## config.mk

```make
export PLATFORM = sky130hd
export DESIGN_NAME = univ_shift_reg
export DESIGN_NICKNAME = d
export VERILOG_FILES = /design/src/rtl/univ_shift_reg.sv
export SDC_FILE = /design/constraint.sdc
export NUM_CORES = 1
export LEC_CHECK = 0
export ABC_AREA = 0
export BUFFER_PORTS_ARGS = -buffer_cell sky130_fd_sc_hd__buf_2
export CORE_UTILIZATION = 30
export DETAILED_ROUTE_END_ITERATION = 8
export HOLD_SLACK_MARGIN = 0.15
export PLACE_DENSITY = 0.62
export SETUP_SLACK_MARGIN = 0.2
export SLEW_MARGIN = 20
export SYNTH_ARGS = -nofsm -noshare
export SYNTH_HDL_FRONTEND = slang
export SYNTH_SLANG_ARGS = --single-unit
```

## constraint.sdc

```tcl
create_clock -name clk -period 1.9 [get_ports clk]
set_input_delay 0.475 -clock clk [delete_from_list [all_inputs] [get_ports clk]]
set_output_delay 0.475 -clock clk [all_outputs]
set_load 0.005 [all_outputs]
```

## src/rtl/univ_shift_reg.sv

```systemverilog
// Universal shift register: hold, shift, rotate, parallel load and clear,
// with a saturating shift counter and a one-cycle pulse on the WIDTH-th shift.
module univ_shift_reg #(
  parameter int WIDTH = 4,
  parameter int CW    = $clog2(WIDTH + 1)
) (
  input  logic             clk,
  input  logic             rst,
  input  logic             en,
  input  logic [2:0]       mode,
  input  logic [WIDTH-1:0] in,
  input  logic             sin_r,
  input  logic             sin_l,
  output logic [WIDTH-1:0] out,
  output logic             sout_r,
  output logic             sout_l,
  output logic [CW-1:0]    cnt,
  output logic             done
);

  typedef enum logic [2:0] {
    M_HOLD0 = 3'b000,
    M_SHR   = 3'b001,
    M_SHL   = 3'b010,
    M_LOAD  = 3'b011,
    M_ROR   = 3'b100,
    M_ROL   = 3'b101,
    M_CLR   = 3'b110,
    M_HOLD1 = 3'b111
  } mode_t;

  mode_t            op;
  logic [WIDTH-1:0] nxt;
  logic             shift;
  logic             restart;

  assign sout_r = out[0];
  assign sout_l = out[WIDTH-1];

  always_comb begin
    op      = mode_t'(mode);
    nxt     = out;
    shift   = 1'b0;
    restart = 1'b0;
    case (op)
      M_SHR:   begin nxt = {sin_r, out[WIDTH-1:1]};      shift = 1'b1; end
      M_SHL:   begin nxt = {out[WIDTH-2:0], sin_l};      shift = 1'b1; end
      M_ROR:   begin nxt = {out[0], out[WIDTH-1:1]};     shift = 1'b1; end
      M_ROL:   begin nxt = {out[WIDTH-2:0], out[WIDTH-1]}; shift = 1'b1; end
      M_LOAD:  begin nxt = in;  restart = 1'b1; end
      M_CLR:   begin nxt = '0;  restart = 1'b1; end
      default: nxt = out;
    endcase
  end

  // done is cleared every edge and only set on the WIDTH-1 -> WIDTH step,
  // so saturated shifts, holds and disabled cycles all leave it low.
  always_ff @(posedge clk) begin
    if (rst) begin
      out  <= '0;
      cnt  <= '0;
      done <= 1'b0;
    end else begin
      done <= 1'b0;
      if (en) begin
        out <= nxt;
        if (restart) begin
          cnt <= '0;
        end else if (shift && (cnt < CW'(WIDTH))) begin
          cnt  <= cnt + CW'(1);
          done <= (cnt == CW'(WIDTH - 1));
        end
      end
    end
  end

endmodule
```

==> out/metrics.csv <==
stage,metric,value,unit
clock_tree,Root Driver,clkbuf_4,
clock_tree,worst-skew pair later-pin latency,0.25,ns
floorplanning,Horiz. Die Dim,45.3,um
logic_synthesis,"EDFF count, synth",0,
setup_path,Critical Path RT,2.07,ns
layout,Layout area overhead,20.3,%
run,max-cap violations,0,
logic_synthesis,post-synth net total,79,
global_route,largest net degree at the start of global routing,14,
floorplanning,floorplan core area,0.00175,sq mm
global_route,GR Util met3,0.0760,
place,port bufs,21,
timing,clock period minus worst slack,1.45,ns
timing,Fmax,691,MHz
clock_tree,CTS max path bufs,2,
logic_synthesis,Post-synth top flop,dfxtp_1,
power,Pwr Total,412,uW
timing,RSZ-0062 raised after global routing,false,
floorplanning,DIE AREA,0.00205,sq mm
global_route,GRT Util Overall,0.132,
logic_synthesis,Post-Synthesis Cells,65,
clock_tree,Post-CTS Resized,0,
setup_path,delay of the slowest cell on the worst path,0.40,ns
clock_tree,clock sink total,8,
worst_hold_path,Hold Crit Class,flip-flop to flip-flop,
logic_synthesis,synth cell count leaders,"dfxtp_1 (8), nor2_1 (6), inv_1 (5)",
timing,Setup-failing EPs final,0,
logic_synthesis,Synth async-reset ratio,0,
clock_tree,TritonCTS clock tree,yes,
logic_synthesis,Ys Warns,0,
global_route,GR Util met2,0.194,
setup_path,CP startpoint kind,input port,
power,LEAKAGE,0.297,nW
setup_path,R2R cell count,4,
logic_synthesis,post-synth top area share,0.285,
detailed_routing,Detailed Route WL,1210,um
timing,worst slew pin tran,0.267,ns
place,routability cong.,0.847,
logic_synthesis,post-synthesis sequential area ratio,0.285,
clock_tree,postcts setup bufs,0,
logic_synthesis,Post-Syn Area,562,sq um
clock_tree,H-tree levels,1,
timing,Max Slew Vio Count,0,
setup_path,critical path's slowest cell,or3_1,
place,post-DP HPWL,929,um
global_route,first-pass GRT wire length,1880,um
setup_path,CP Capture Type,flip-flop,
global_route,gr busiest metal,met2,
global_route,met1 global-route usage,0.162,
logic_synthesis,top-count cell post-synth,dfxtp_1,
detailed_routing,vias per cell,5.01,
logic_synthesis,Synth area leaders,"dfxtp_1 (29%), mux2i_1 (5.3%), a221oi_1 (4.7%), ha_1 (4.5%), nor2_1 (4.0%)",
logic_synthesis,cell taking the most area after synthesis,dfxtp_1,
power,PD cells,610,mW/mm^2
layout,Ant. Diodes,0,
global_route,initial antenna violation count,0,
timing,total negative setup slack,0,ns
timing,part of the cycle the worst path needs,0.762,
floorplanning,row cnt,15,
status,status,completed,
global_route,vias in the first global route,451,
setup_path,CP Data Arrival Time,1.62,ns
clock_tree,hold-fix buffers at CTS,0,
logic_synthesis,Yosys cell types,33,
timing,final setup skew,0.00288,ns
detailed_routing,Vias,536,
layout,fraction of final layout cells sized beyond drive strength 1,0.341,
global_route,GR Overflow Total,0,
floorplanning,Starting Density,0.322,
detailed_routing,drt wl/cell,11.3,um
timing,final hold violations,0,
detailed_routing,Initial DRC Count,14,
clock_tree,"Reg clk slew, reported paths",0.05,ns
floorplanning,I/O Pins,22,
power,worst vdd ir,0.264,mV
setup_path,crit-path max FO,11,
detailed_routing,"antenna viol nets, final",0,
setup_path,CP Cell Sequence,buf_2 > or3_1 > and3_4 > a21boi_4 > a211oi_2,
clock_tree,Inserted Clock Buffers,3,
detailed_routing,DRC errors left,0,
logic_synthesis,Synth Register Bits,8,
detailed_routing,DRT Pass-1 Iters,4,
floorplanning,Die Ht,45.3,um
layout,fin nets,98,
logic_synthesis,mean post-synth cell area,8.64,sq um
worst_hold_path,worst hold path depth,2,
setup_path,Setup Crit Path Kind,input port to flip-flop,
timing,Slew HR,0.822,
-- critical path, delay by kind of cell --
family | cells | cell delay (ns)
and+or+nand+nor | 2 | 0.63
buffers and inverters | 1 | 0.16
AOI/OAI and AO/OA | 2 | 0.35
-- sequential cells by signal, summed over array words and instances, names as in the netlist --
| register | flops |
|---|---|
| cnt | 3 |
| done | 1 |
| out | 4 |
-- layout by cell type (no fill, tap or decap), types with 2 or more instances in the layout --
master     n
buf_2     21
dfxtp_1    8
nor2_1     6
inv_1      5
mux2i_1    3
a21oi_1    3
nand2b_1   3
a221oi_1   3
clkbuf_4   3
nor2b_1    2
nand2_1    2
o32ai_1    2
a211oi_1   2
ha_1       2
-- power breakdown --
part,internal [mW],switching (mW)
Sequential,0.178,0.0126
Combinational,0.0474,0.0493
Clock,0.0719,0.0525
Total,0.297,0.114
-- logic make-up (layout without fill, tap and decap cells) --
logic type,after synthesis,count (layout),share of synthesized area
AO/OA/AOI/OAI,20,20,0.307
adder cells (fa/ha/maj),2,2,0.0445
buffers and inverters,12,29,0.114
flip-flops,8,8,0.285
multiplexers,3,3,0.0535
AND/OR/NAND/NOR,20,20,0.196
-- area by class of cell --
type / count / area, sq um
fill: 184 / 1070
multi-input combinational: 45 / 338
sequential: 8 / 160
timing repair buffer: 21 / 105
tap: 25 / 31.3
clock buffer: 3 / 22.5
inverter: 5 / 18.8
-- final timing paths --
path	slack, ns	end	startpoint
worst max-delay path	0.45	cnt[0]	mode[0]
worst max register to register	0.62	cnt[2]	cnt[0]
worst min register to register	0.49	cnt[1]	cnt[1]
worst min-delay path	0.49	cnt[1]	cnt[1]
-- routing by layer --
layer / wire, um / vias to the layer above / share of wire
met2: 561 / 30 / 0.47
met4: 0 / 0 / 0
li1: - / 276 / -
met3: 97 / 0 / 0.080
met5: 0 / - / 0
met1: 546 / 230 / 0.45
-- stage by stage --
stage	std cells	instance area [sq um]	hold slack (ns)	utilization	worst slack [ns]
3_5_place_dp	104	653	0.487	0.374	0.190
4_1_cts	107	676	0.496	0.387	0.460
2_1_floorplan	65	562	0.486	-	0.338
6_report	107	676	0.492	0.387	0.452
3_3_place_gp	104	653	0.491	0.374	0.225
5_1_grt	107	676	0.516	0.387	0.428
Note: power is estimated with default switching activity, not from simulation.
